### src/rtl/fft_frame_scheduler_if.sv
// Handshake bundle between the FFT frame scheduler, the audio FIFO
// read port and the FFT core's config/data/output streams.
interface fft_frame_scheduler_if;
    logic        fifo_rd_empty;
    logic        fifo_rdreq;
    logic [23:0] fifo_rd_data;
    logic        fft_cfg_tvalid;
    logic        fft_cfg_tdata;
    logic        fft_data_tready;
    logic        fft_data_tvalid;
    logic [31:0] fft_data_tdata;
    logic        fft_data_tlast;
    logic        fft_out_tvalid;
    logic        fft_out_tlast;

    modport master (
        input  fifo_rd_empty,
        output fifo_rdreq,
        input  fifo_rd_data,
        output fft_cfg_tvalid,
        output fft_cfg_tdata,
        input  fft_data_tready,
        output fft_data_tvalid,
        output fft_data_tdata,
        output fft_data_tlast,
        input  fft_out_tvalid,
        input  fft_out_tlast
    );

    modport slave (
        output fifo_rd_empty,
        input  fifo_rdreq,
        output fifo_rd_data,
        input  fft_cfg_tvalid,
        input  fft_cfg_tdata,
        output fft_data_tready,
        input  fft_data_tvalid,
        input  fft_data_tdata,
        input  fft_data_tlast,
        output fft_out_tvalid,
        output fft_out_tlast
    );
endinterface

### src/rtl/fft_frame_scheduler.sv
// Packs audio FIFO samples into fixed-length FFT input frames and
// limits the number of frames in flight through the FFT core.
module fft_frame_scheduler #(
    parameter int FFT_LEN  = 1024,
    parameter int LOG2_LEN = 10,
    parameter int MAX_OUT  = 2,
    parameter bit CFG_DIR  = 1'b1
) (
    input  logic                 clk_50m,
    input  logic                 rst_n,
    input  logic                 enable,
    fft_frame_scheduler_if.master bus,
    output logic                 busy,
    output logic [15:0]          frame_cnt,
    output logic [2:0]           outstanding,
    output logic                 proto_err
);

    typedef enum logic [1:0] {IDLE, CFG, WAIT, STREAM} state_e;

    localparam logic [LOG2_LEN:0]   LEN  = (LOG2_LEN + 1)'(FFT_LEN);
    localparam logic [LOG2_LEN-1:0] LAST = LOG2_LEN'(FFT_LEN - 1);
    localparam logic [2:0]          MAXO = 3'(MAX_OUT);

    state_e              state_q, state_d;
    logic                cfg_q, cfg_d;
    logic                busy_q, busy_d;
    logic [LOG2_LEN:0]   req_cnt_q, req_cnt_d;
    logic [LOG2_LEN-1:0] send_cnt_q, send_cnt_d;
    logic                pend_q, pend_d;
    logic [1:0]          occ_q, occ_d;
    logic [23:0]         buf0_q, buf0_d;
    logic [23:0]         buf1_q, buf1_d;
    logic [2:0]          out_q, out_d;
    logic [15:0]         frame_q, frame_d;
    logic                err_q, err_d;

    logic       tvalid;
    logic       data_hs;
    logic       in_last;
    logic       out_last;
    logic       rdreq;
    logic [2:0] room;

    assign tvalid   = (occ_q != 2'd0);
    assign data_hs  = tvalid && bus.fft_data_tready;
    assign in_last  = data_hs && (send_cnt_q == LAST);
    assign out_last = bus.fft_out_tvalid && bus.fft_out_tlast;

    // Credit the entry leaving this cycle so the skid buffer sustains full rate.
    assign room  = {1'b0, occ_q} - {2'b0, data_hs} + {2'b0, pend_q};
    assign rdreq = (state_q == STREAM) && !bus.fifo_rd_empty
                && (req_cnt_q < LEN) && (room < 3'd2);

    always_comb begin
        state_d    = state_q;
        req_cnt_d  = req_cnt_q;
        send_cnt_d = send_cnt_q;
        pend_d     = rdreq;
        occ_d      = occ_q;
        buf0_d     = buf0_q;
        buf1_d     = buf1_q;
        out_d      = out_q;
        frame_d    = frame_q;
        err_d      = err_q;

        unique case (state_q)
            IDLE:   if (enable) state_d = CFG;
            CFG:    state_d = WAIT;
            WAIT: begin
                if (!enable) begin
                    state_d = IDLE;
                end else if (out_q < MAXO) begin
                    state_d    = STREAM;
                    req_cnt_d  = '0;
                    send_cnt_d = '0;
                end
            end
            STREAM: if (in_last) state_d = WAIT;
            default: state_d = IDLE;
        endcase

        if (rdreq) req_cnt_d = req_cnt_q + 1'b1;
        if (data_hs) send_cnt_d = send_cnt_q + 1'b1;

        unique case ({pend_q, data_hs})
            2'b10: begin
                occ_d = occ_q + 2'd1;
                if (occ_q == 2'd0) buf0_d = bus.fifo_rd_data;
                else               buf1_d = bus.fifo_rd_data;
            end
            2'b01: begin
                occ_d  = occ_q - 2'd1;
                buf0_d = buf1_q;
            end
            2'b11: begin
                if (occ_q == 2'd1) begin
                    buf0_d = bus.fifo_rd_data;
                end else begin
                    buf0_d = buf1_q;
                    buf1_d = bus.fifo_rd_data;
                end
            end
            default: ;
        endcase

        if (in_last && !out_last) begin
            out_d = out_q + 3'd1;
        end else if (out_last && !in_last) begin
            if (out_q == 3'd0) err_d = 1'b1;
            else               out_d = out_q - 3'd1;
        end

        if (in_last) frame_d = frame_q + 16'd1;

        cfg_d  = (state_q == IDLE) && enable;
        busy_d = (state_d != IDLE);
    end

    always_ff @(posedge clk_50m or negedge rst_n) begin
        if (!rst_n) begin
            state_q    <= IDLE;
            cfg_q      <= 1'b0;
            busy_q     <= 1'b0;
            req_cnt_q  <= '0;
            send_cnt_q <= '0;
            pend_q     <= 1'b0;
            occ_q      <= 2'd0;
            buf0_q     <= '0;
            buf1_q     <= '0;
            out_q      <= 3'd0;
            frame_q    <= 16'd0;
            err_q      <= 1'b0;
        end else begin
            state_q    <= state_d;
            cfg_q      <= cfg_d;
            busy_q     <= busy_d;
            req_cnt_q  <= req_cnt_d;
            send_cnt_q <= send_cnt_d;
            pend_q     <= pend_d;
            occ_q      <= occ_d;
            buf0_q     <= buf0_d;
            buf1_q     <= buf1_d;
            out_q      <= out_d;
            frame_q    <= frame_d;
            err_q      <= err_d;
        end
    end

    assign bus.fifo_rdreq      = rdreq;
    assign bus.fft_cfg_tvalid  = cfg_q;
    assign bus.fft_cfg_tdata   = CFG_DIR;
    assign bus.fft_data_tvalid = tvalid;
    assign bus.fft_data_tdata  = {8'h00, buf0_q};
    assign bus.fft_data_tlast  = tvalid && (send_cnt_q == LAST);

    assign busy        = busy_q;
    assign frame_cnt   = frame_q;
    assign outstanding = out_q;
    assign proto_err   = err_q;

endmodule

### src/flat_wrapper.sv
// flat-port wrapper written by rule: the top's interface ports become plain ports
module fft_frame_scheduler_flat 
#(
    parameter int FFT_LEN  = 1024,
    parameter int LOG2_LEN = 10,
    parameter int MAX_OUT  = 2,
    parameter bit CFG_DIR  = 1'b1
)
  (clk_50m, rst_n, enable, busy, frame_cnt, outstanding, proto_err, bus_fifo_rd_empty, bus_fifo_rdreq, bus_fifo_rd_data, bus_fft_cfg_tvalid, bus_fft_cfg_tdata, bus_fft_data_tready, bus_fft_data_tvalid, bus_fft_data_tdata, bus_fft_data_tlast, bus_fft_out_tvalid, bus_fft_out_tlast);
  fft_frame_scheduler_if bus_i ();
  input  logic clk_50m;
  input  logic rst_n;
  input  logic enable;
  output logic busy;
  output logic [15:0] frame_cnt;
  output logic [2:0] outstanding;
  output logic proto_err;
  input wire logic [$bits(bus_i.fifo_rd_empty)-1:0] bus_fifo_rd_empty;
  output wire logic [$bits(bus_i.fifo_rdreq)-1:0] bus_fifo_rdreq;
  input wire logic [$bits(bus_i.fifo_rd_data)-1:0] bus_fifo_rd_data;
  output wire logic [$bits(bus_i.fft_cfg_tvalid)-1:0] bus_fft_cfg_tvalid;
  output wire logic [$bits(bus_i.fft_cfg_tdata)-1:0] bus_fft_cfg_tdata;
  input wire logic [$bits(bus_i.fft_data_tready)-1:0] bus_fft_data_tready;
  output wire logic [$bits(bus_i.fft_data_tvalid)-1:0] bus_fft_data_tvalid;
  output wire logic [$bits(bus_i.fft_data_tdata)-1:0] bus_fft_data_tdata;
  output wire logic [$bits(bus_i.fft_data_tlast)-1:0] bus_fft_data_tlast;
  input wire logic [$bits(bus_i.fft_out_tvalid)-1:0] bus_fft_out_tvalid;
  input wire logic [$bits(bus_i.fft_out_tlast)-1:0] bus_fft_out_tlast;
  assign bus_i.fifo_rd_empty = bus_fifo_rd_empty;
  assign bus_fifo_rdreq = bus_i.fifo_rdreq;
  assign bus_i.fifo_rd_data = bus_fifo_rd_data;
  assign bus_fft_cfg_tvalid = bus_i.fft_cfg_tvalid;
  assign bus_fft_cfg_tdata = bus_i.fft_cfg_tdata;
  assign bus_i.fft_data_tready = bus_fft_data_tready;
  assign bus_fft_data_tvalid = bus_i.fft_data_tvalid;
  assign bus_fft_data_tdata = bus_i.fft_data_tdata;
  assign bus_fft_data_tlast = bus_i.fft_data_tlast;
  assign bus_i.fft_out_tvalid = bus_fft_out_tvalid;
  assign bus_i.fft_out_tlast = bus_fft_out_tlast;
  fft_frame_scheduler #(.FFT_LEN(FFT_LEN), .LOG2_LEN(LOG2_LEN), .MAX_OUT(MAX_OUT), .CFG_DIR(CFG_DIR)) u_core (.clk_50m(clk_50m), .rst_n(rst_n), .enable(enable), .bus(bus_i), .busy(busy), .frame_cnt(frame_cnt), .outstanding(outstanding), .proto_err(proto_err));
endmodule
### config.mk
export PLATFORM = sky130hd
export DESIGN_NAME = fft_frame_scheduler_flat
export DESIGN_NICKNAME = d
export VERILOG_FILES = /design/src/rtl/fft_frame_scheduler_if.sv /design/src/rtl/fft_frame_scheduler.sv /design/src/flat_wrapper.sv
export SDC_FILE = /design/constraint.sdc
export NUM_CORES = 1
export LEC_CHECK = 0
export ABC_AREA = 1
export BUFFER_PORTS_ARGS = -buffer_cell sky130_fd_sc_hd__buf_2
export CAP_MARGIN = 10
export CELL_PAD_IN_SITES_DETAIL_PLACEMENT = 0
export CELL_PAD_IN_SITES_GLOBAL_PLACEMENT = 1
export CORE_ASPECT_RATIO = 0.8
export CORE_MARGIN = 2
export CORE_UTILIZATION = 44
export CTS_CLUSTER_SIZE = 20
export DETAILED_ROUTE_END_ITERATION = 10
export PLACE_DENSITY_LB_ADDON = 0.1
export SETUP_SLACK_MARGIN = 0.15
export SLEW_MARGIN = 20
export SYNTH_ARGS = -nofsm -noshare
export SYNTH_HDL_FRONTEND = slang
export SYNTH_SLANG_ARGS = --single-unit
### constraint.sdc
create_clock -name clk_50m -period 6.8 [get_ports clk_50m]
set_clock_uncertainty 0.15 [all_clocks]
set_input_delay 1.36 -clock clk_50m [delete_from_list [all_inputs] [get_ports clk_50m]]
set_output_delay 1.36 -clock clk_50m [all_outputs]
set_load 0.005 [all_outputs]
==> flow_summary.json, run 1 <==
{
  "placed_cells_incl_taps": 812,
  "ioPinCount": 89,
  "overflow": 0,
  "avgViaCountPerCell": 4.810,
  "mostFrequentLayoutCell": "sky130_fd_sc_hd__nand2_1",
  "global_route_wire_length_before_repair_mm": 18.46,
  "cpPeakStageDelay_ns": 0.45,
  "cts-buffers-inserted": 9,
  "average_instance_area_after_synthesis_um2": 7.981,
  "dpl_worst_slack_ns": 1.885,
  "cp_buf_inv_count": 3,
  "cp_data_required_time_ns": 5.29,
  "highest_count_cells_in_the_layout_ignoring_fill_and_taps": "sky130_fd_sc_hd__nand2_1, sky130_fd_sc_hd__dfrtp_1, sky130_fd_sc_hd__nor2_1, sky130_fd_sc_hd__buf_2, sky130_fd_sc_hd__o21ai_0",
  "layout-drive-gt1-share_pct": 15.94,
  "max-slew-margin-rel_pct": 44.83,
  "grtUsageMet3_pct": 4.089,
  "run_status": "complete, no violations",
  "deepest_clock_path_buffer_count": 2,
  "final_net_count": 720,
  "hp-class": "flip-flop to flip-flop",
  "ys.warnings.count": 0,
  "total_vias_in_the_final_route": 3983,
  "grt_use_total_pct": 19.16,
  "clk-insertion-delay-late_ns": 0.34,
  "power.density_cell_area_nw_per_um2": 368.8,
  "placement.io_buffers": 79,
  "drt_total_wl_mm": 10.58,
  "synth_area_um2": 4852,
  "cts-root-buf": "sky130_fd_sc_hd__clkbuf_16",
  "die_h_um": 97.93,
  "holdBufCountCts": 0,
  "initial_utilization_pct": 44.91,
  "htreeDepth": 3,
  "timing.critical_path.to_type": "output port",
  "grt.met2_usage_pct": 30.25,
  "postSynthRegisterBits": 96,
  "first_global_vias": 3834,
  "synth_cells": 608,
  "maxClockFrequency_mhz": 203.3,
  "gpl.final_weighted_congestion": 0.7814,
  "design.core.area_um2": 10810,
  "horizontal_die_dimension_um": 121.4,
  "ir_drop_mv": 0.1582,
  "grt_use_met1_pct": 27.41,
  "grt_setup_unrepaired": "no",
  "timing.final.max_slew_violations": 0,
  "max-cap-violations": 0,
  "top_usage_layer": "met2",
  "static_power_due_to_leakage_nw": 2.725,
  "number_of_placement_rows": 34,
  "clk_slew_on_worst_s_h_paths_ns": 0.07,
  "number_of_antenna_violations_at_the_first_check_in_global_routing": 0,
  "startpoint_type": "input port",
  "critical_path_arrival_ns": 3.41,
  "postLayoutSetupSlackWorst_ns": 1.882,
  "placement.cell_area_um2": 5284,
  "finalHoldViolCount": 0,
  "critical-path-top-delay-family": "adder cells",
  "period_needed_ns": 4.918,
  "worst-setup-path-type": "input port to output port",
  "route.antenna.remaining_nets": 0,
  "path_cells": "buf_2 > nand2_4 > ha_1 > inv_1 > nand2_1 > fa_1 > xnor2_1 > nand2_1 > nor2_2 > buf_2",
  "dp_hpwl_mm": 7.263,
  "slowest_stage": "sky130_fd_sc_hd__fa_1",
  "grt_start_max_net_pins": 67,
  "fin_tns_setup_ns": 0,
  "diodes": 0,
  "die-area_um2": 11890,
  "wire_per_inst_um": 12.78,
  "synth.distinct_cells": 31,
  "detailedRoute.firstPassIterationCount": 4,
  "layout.cell_area.non_filler_um2": 5564,
  "period_share_pct": 72.32,
  "detail_route.iter0.violations": 253,
  "ctsResizeCount": 0,
  "tritoncts_num_sinks": 96,
  "cts_tree": "built",
  "cts_post_setup_buffers_inserted": 0,
  "setup_viol": 0,
  "worst_pin_slew_ns": 0.8275,
  "yosysSeqAreaShare_pct": 49.51,
  "final-instance-count-excl-fill": 828,
  "area_growth_syn_to_layout_pct": 14.67,
  "remaining_drc_errors": 0,
  "max_fo_critical_path": 11
}
-- flip-flops by register name, indices dropped and copies added, names as in the netlist, 2 cells and up --
name and flops:
u_core.occ_q 2, u_core.buf1_q 24, u_core.send_cnt_q 10, u_core.buf0_q 24
u_core.outstanding 3, u_core.state_q 2, u_core.frame_cnt 16, u_core.req_cnt_q 11
-- stage by stage --
step,power (mW),utilization [%],hold WS (ns)
final,2.052,51.49,0.3422
after floorplan,1.363,-,0.2881
after global routing,2.245,51.49,0.3667
after global placement,1.555,48.90,0.3128
after detailed placement,1.587,48.90,0.3282
after CTS,2.086,51.49,0.3349
-- cell type report --
class,instances,area (um2)
Clock buffer,10,239.0
Multi-Input combinational cell,421,2016
Sequential cell,96,2402
Timing Repair Buffer,83,427.9
Inverter,68,257.7
Fill cell,1081,5241
Tap cell,144,180.2
Clock inverter,6,41.29
-- cell families after synthesis --
| kind of cell | after synthesis | share of synthesized area, % |
|---|---|---|
| and+or+nand+nor | 283 | 24.47 |
| AOI/OAI and AO/OA | 105 | 10.96 |
| buffers and inverters | 98 | 9.489 |
| DFF | 96 | 49.51 |
| xor gates and xnor gates | 14 | 2.527 |
| adders and majority gates | 10 | 2.888 |
| other | 2 | 0.1548 |
-- synthesized netlist by cell type --
| library cell | instances | area [um2] |
|---|---|---|
| sky130_fd_sc_hd__nor3_1 | 2 | 10.01 |
| sky130_fd_sc_hd__nand4_1 | 13 | 81.33 |
| sky130_fd_sc_hd__nand2_4 | 1 | 11.26 |
| sky130_fd_sc_hd__or2_2 | 1 | 6.260 |
| sky130_fd_sc_hd__o21ai_0 | 72 | 360.4 |
| sky130_fd_sc_hd__dfrtp_1 | 96 | 2402 |
| sky130_fd_sc_hd__xnor2_1 | 12 | 105.1 |
| sky130_fd_sc_hd__ha_1 | 8 | 100.1 |
| sky130_fd_sc_hd__inv_1 | 66 | 247.7 |
| sky130_fd_sc_hd__nor2_2 | 2 | 12.51 |
| sky130_fd_sc_hd__o21ai_1 | 3 | 15.01 |
| sky130_fd_sc_hd__buf_6 | 4 | 45.04 |
| sky130_fd_sc_hd__inv_4 | 1 | 6.260 |
| sky130_fd_sc_hd__buf_2 | 9 | 45.04 |
| sky130_fd_sc_hd__nand2_2 | 1 | 6.260 |
| sky130_fd_sc_hd__clkbuf_1 | 6 | 22.52 |
| sky130_fd_sc_hd__nand2_1 | 146 | 548.0 |
| sky130_fd_sc_hd__buf_8 | 1 | 15.01 |
| sky130_fd_sc_hd__a21oi_1 | 28 | 140.1 |
| sky130_fd_sc_hd__buf_4 | 10 | 75.07 |
| sky130_fd_sc_hd__o21bai_1 | 1 | 7.510 |
| sky130_fd_sc_hd__fa_1 | 2 | 40.04 |
| sky130_fd_sc_hd__nor2_1 | 78 | 292.8 |
| sky130_fd_sc_hd__nand4_2 | 1 | 12.51 |
| sky130_fd_sc_hd__inv_2 | 1 | 3.750 |
| sky130_fd_sc_hd__nand3_1 | 35 | 175.2 |
| sky130_fd_sc_hd__conb_1 | 2 | 7.510 |
| sky130_fd_sc_hd__xor2_1 | 2 | 17.52 |
| sky130_fd_sc_hd__nor3_4 | 1 | 16.27 |
| sky130_fd_sc_hd__nand3b_1 | 2 | 15.01 |
| sky130_fd_sc_hd__o21ai_2 | 1 | 8.760 |
-- power by group --
group / internal, mW / switching (mW) / leakage (nW)
Sequential: 0.788 / 0.127 / 1.18
Combinational: 0.255 / 0.397 / 1.40
Clock: 0.260 / 0.224 / 0.143
-- path summary, 6_finish.rpt --
| path | startpoint | to | slack (ns) | cells after the start |
|---|---|---|---|---|
| min reg2reg | u_core.state_q[0] | u_core.bus.fft_cfg_tvalid | 0.34 | 1 |
| max in group asynchronous | rst_n | u_core.buf1_q[8] | 4.52 | 2 |
| min | u_core.state_q[0] | u_core.bus.fft_cfg_tvalid | 0.34 | 1 |
| min in group asynchronous | rst_n | u_core.frame_cnt[9] | 0.80 | 1 |
| max | bus_fft_data_tready | bus_fifo_rdreq | 1.88 | 10 |
| max reg2reg | u_core.occ_q[1] | u_core.req_cnt_q[3] | 3.73 | 12 |
-- metal layers --
layer | vias up | routed length (um)
met1 | 1838 | 5302
li1 | 2062 | -
met2 | 73 | 4794
met5 | - | 0
met4 | 0 | 95
met3 | 10 | 390
-- worst register-to-register path, cell delays in order (launching register included) --
cell,delay (ns)
sky130_fd_sc_hd__dfrtp_1,0.42
sky130_fd_sc_hd__inv_1,0.10
sky130_fd_sc_hd__ha_1,0.23
sky130_fd_sc_hd__inv_2,0.10
sky130_fd_sc_hd__nand2_4,0.10
sky130_fd_sc_hd__ha_1,0.32
sky130_fd_sc_hd__inv_1,0.10
sky130_fd_sc_hd__nand2_1,0.09
sky130_fd_sc_hd__fa_1,0.45
sky130_fd_sc_hd__xnor2_1,0.22
sky130_fd_sc_hd__nand4_1,0.27
sky130_fd_sc_hd__nand2_1,0.29
sky130_fd_sc_hd__o21ai_0,0.12
Power figures use the tool's default switching activity.
==> inputs of run 2 (changes only) <==
--- a/config.mk
+++ b/config.mk
@@ -5,14 +5,14 @@
 export SDC_FILE = /design/constraint.sdc
 export NUM_CORES = 1
 export LEC_CHECK = 0
-export ABC_AREA = 1
+export ABC_AREA = 0
 export BUFFER_PORTS_ARGS = -buffer_cell sky130_fd_sc_hd__buf_2
 export CAP_MARGIN = 10
 export CELL_PAD_IN_SITES_DETAIL_PLACEMENT = 0
 export CELL_PAD_IN_SITES_GLOBAL_PLACEMENT = 1
 export CORE_ASPECT_RATIO = 0.8
 export CORE_MARGIN = 2
-export CORE_UTILIZATION = 44
+export CORE_UTILIZATION = 39
 export CTS_CLUSTER_SIZE = 20
 export DETAILED_ROUTE_END_ITERATION = 10
 export PLACE_DENSITY_LB_ADDON = 0.1
==> constraint.sdc (replaced) <==
create_clock -name clk_50m -period 4.1 [get_ports clk_50m]
set_clock_uncertainty 0.15 [all_clocks]
set_input_delay 0.82 -clock clk_50m [delete_from_list [all_inputs] [get_ports clk_50m]]
set_output_delay 0.82 -clock clk_50m [all_outputs]
set_load 0.005 [all_outputs]
==> run 2 against run 1 <==
  * Critical path depth is the same
  * Total power increased by 64%
  * Final area is 1.0% lower
  * First-iteration DRC count fell by 61%
  * Critical endpoint unchanged
==> flow_summary.json, run 2 <==
{
  "final-instance-count-excl-fill": 644,
  "placed_cells_incl_taps": 619,
  "overflow": 0,
  "clk-insertion-delay-late_ns": 0.34,
  "dp_hpwl_mm": 6.158,
  "top_cells_by_area_synth": "sky130_fd_sc_hd__dfrtp_1, sky130_fd_sc_hd__mux2_2, sky130_fd_sc_hd__mux2i_1",
  "die_h_um": 100.4,
  "maxClockFrequency_mhz": 258.6,
  "clk_slew_on_worst_s_h_paths_ns": 0.07,
  "timing.hold.ws_ns": 0.3204,
  "static_power_due_to_leakage_nw": 2.692,
  "deepest_clock_path_buffer_count": 2,
  "dpl_worst_slack_ns": 0.1512,
  "cp_data_required_time_ns": 3.13,
  "cts_tree": "built",
  "timing.critical_path.to_type": "output port",
  "total_vias_in_the_final_route": 3181,
  "placement.io_buffers": 79,
  "cts-buffers-inserted": 9,
  "mostFrequentLayoutCell": "sky130_fd_sc_hd__dfrtp_1",
  "async_set_or_reset_register_ratio_after_synthesis_pct": 100.0,
  "global_route_wire_length_before_repair_mm": 15.29,
  "worst-setup-path-type": "input port to output port",
  "r2r_setup_slack_ns": 0.75,
  "min-delay-start": "u_core.proto_err",
  "final.fill_count": 1059,
  "detailedRoute.firstPassIterationCount": 4,
  "synth_enable_flop_cells": 0,
  "register_area_um2": 2402,
  "average_instance_area_after_synthesis_um2": 11.26,
  "synth_cells": 402,
  "postSynthRegisterBits": 96,
  "detail_route.iter0.violations": 99,
  "horizontal_die_dimension_um": 124.5,
  "avgViaCountPerCell": 4.939,
  "worstSetupEndpoint": "bus_fifo_rdreq",
  "die-area_um2": 12490,
  "max-cap-violations": 0,
  "htreeDepth": 3,
  "worst_pin_slew_ns": 0.7374,
  "area_growth_syn_to_layout_pct": 21.64,
  "number_of_placement_rows": 35,
  "fin_tns_setup_ns": 0,
  "route.antenna.remaining_nets": 0,
  "cts-root-buf": "sky130_fd_sc_hd__clkbuf_16",
  "period_needed_ns": 3.867,
  "finish.utilization_pct": 48.18,
  "diodes": 0,
  "highest_count_cells_in_the_layout_ignoring_fill_and_taps": "sky130_fd_sc_hd__dfrtp_1, sky130_fd_sc_hd__buf_2, sky130_fd_sc_hd__nand2_1, sky130_fd_sc_hd__o21ai_0, sky130_fd_sc_hd__mux2i_1",
  "timing.critical_path.from": "bus_fft_data_tready",
  "postLayoutSetupSlackWorst_ns": 0.2330,
  "grt_start_max_net_pins": 82,
  "max-slew-margin-rel_pct": 50.84,
  "ir_drop_mv": 0.2792,
  "timing.final.max_slew_violations": 0,
  "ys.warnings.count": 0,
  "grt_use_total_pct": 15.22,
  "initial_utilization_pct": 39.61,
  "most_area_hungry_cell_type_in_the_yosys_netlist": "sky130_fd_sc_hd__dfrtp_1",
  "rr_startpoint": "u_core.occ_q[0]",
  "yosysTopAreaCellShare_pct": 53.07,
  "wire_per_inst_um": 14.10,
  "ioPinCount": 89,
  "gpl.final_weighted_congestion": 0.7276,
  "total_power_mw": 3.375,
  "first_global_vias": 2961,
  "remaining_drc_errors": 0,
  "worst_r2r_path_depth": 13,
  "design.core.area_um2": 11430,
  "layout.cell_area.non_filler_um2": 5507,
  "tritoncts_num_sinks": 96,
  "most_instantiated_library_cell_after_synthesis": "sky130_fd_sc_hd__dfrtp_1",
  "number_of_antenna_violations_at_the_first_check_in_global_routing": 0,
  "final_net_count": 532,
  "hp-class": "flip-flop to flip-flop",
  "placement.cell_area_um2": 5061,
  "startpoint_type": "input port",
  "synth_common_cells": "sky130_fd_sc_hd__dfrtp_1, sky130_fd_sc_hd__nand2_1, sky130_fd_sc_hd__o21ai_0",
  "run_status": "complete, no violations",
  "drt_total_wl_mm": 9.083,
  "period_share_pct": 94.32,
  "synth_top_flop_cell": "sky130_fd_sc_hd__dfrtp_1",
  "reg2reg_to": "u_core.req_cnt_q[4]",
  "synth.distinct_cells": 54,
  "power.density_cell_area_nw_per_um2": 612.8,
  "yosysSeqAreaShare_pct": 53.07,
  "synth_area_um2": 4527,
  "max_fo_critical_path": 3,
  "finalHoldViolCount": 0,
  "multi_input_comb_area_um2": 2008,
  "critical_path_arrival_ns": 2.90,
  "grt_setup_unrepaired": "yes",
  "setup_viol": 0,
  "layout-drive-gt1-share_pct": 32.66
}
-- run 2: layout make-up --
cell class	instances	area share, %
Clock buffer	10	4.340
Multi-Input combinational cell	279	36.47
Timing Repair Buffer	95	10.07
Clock inverter	6	1.363
Sequential cell	96	43.63
Inverter	10	0.7726
Tap cell	148	3.363
-- run 2: cell families after synthesis --
logic type      share of synthesized area, %
simple gates                           13.63
fa+ha+maj                              3.096
other cells                           0.1659
mux                                    12.69
buf+inv                                4.339
xor+xnor                               3.676
flops                                  53.07
compound gates                         9.342
-- run 2: critical path: stages --
cell and delay [ns]:
sky130_fd_sc_hd__buf_6 0.07, sky130_fd_sc_hd__nor2b_4 0.14, sky130_fd_sc_hd__inv_2 0.06, sky130_fd_sc_hd__ha_4 0.24, sky130_fd_sc_hd__nand2b_4 0.14, sky130_fd_sc_hd__fa_1 0.55, sky130_fd_sc_hd__or3b_4 0.38, sky130_fd_sc_hd__or3_4 0.37
sky130_fd_sc_hd__clkinv_4 0.06, sky130_fd_sc_hd__buf_6 0.08
-- run 2: worst min-delay path by stage --
| stage | end | slack [ns] | depth (start not counted) |
|---|---|---|---|
| after detailed placement | u_core.proto_err | 0.31 | 1 |
| after global routing | u_core.frame_cnt[15] | 0.36 | 1 |
| final | u_core.proto_err | 0.32 | 1 |
| after CTS | u_core.frame_cnt[15] | 0.32 | 1 |
| after global placement | u_core.proto_err | 0.30 | 1 |
| after floorplan | u_core.req_cnt_q[10] | 0.30 | 2 |
-- run 2: routing by layer --
| metal | up-vias | global-route usage (%) | share of wire [%] | wire length (um) |
|---|---|---|---|---|
| met3 | 9 | 4.051 | 3.6 | 324 |
| met1 | 1535 | 21.82 | 51 | 4634 |
| met4 | 0 | 4.667 | 1.1 | 103 |
| li1 | 1584 | - | - | - |
| met5 | - | 0 | 0 | 0 |
| met2 | 53 | 22.66 | 44 | 4021 |
-- run 2: power breakdown --
group / leakage, nW / total [mW] / internal, mW / switching, mW
clock: 0.151 / 0.879 / 0.498 / 0.380
sequential: 1.25 / 1.45 / 1.25 / 0.202
combinational: 1.29 / 1.05 / 0.546 / 0.502
-- run 2: repair_timing --
item,CTS,global route
setup buffers,4,4
setup endpoints to repair,1,1
pin swaps,3,4
gates resized for setup,4,4
hold buffers,0,0
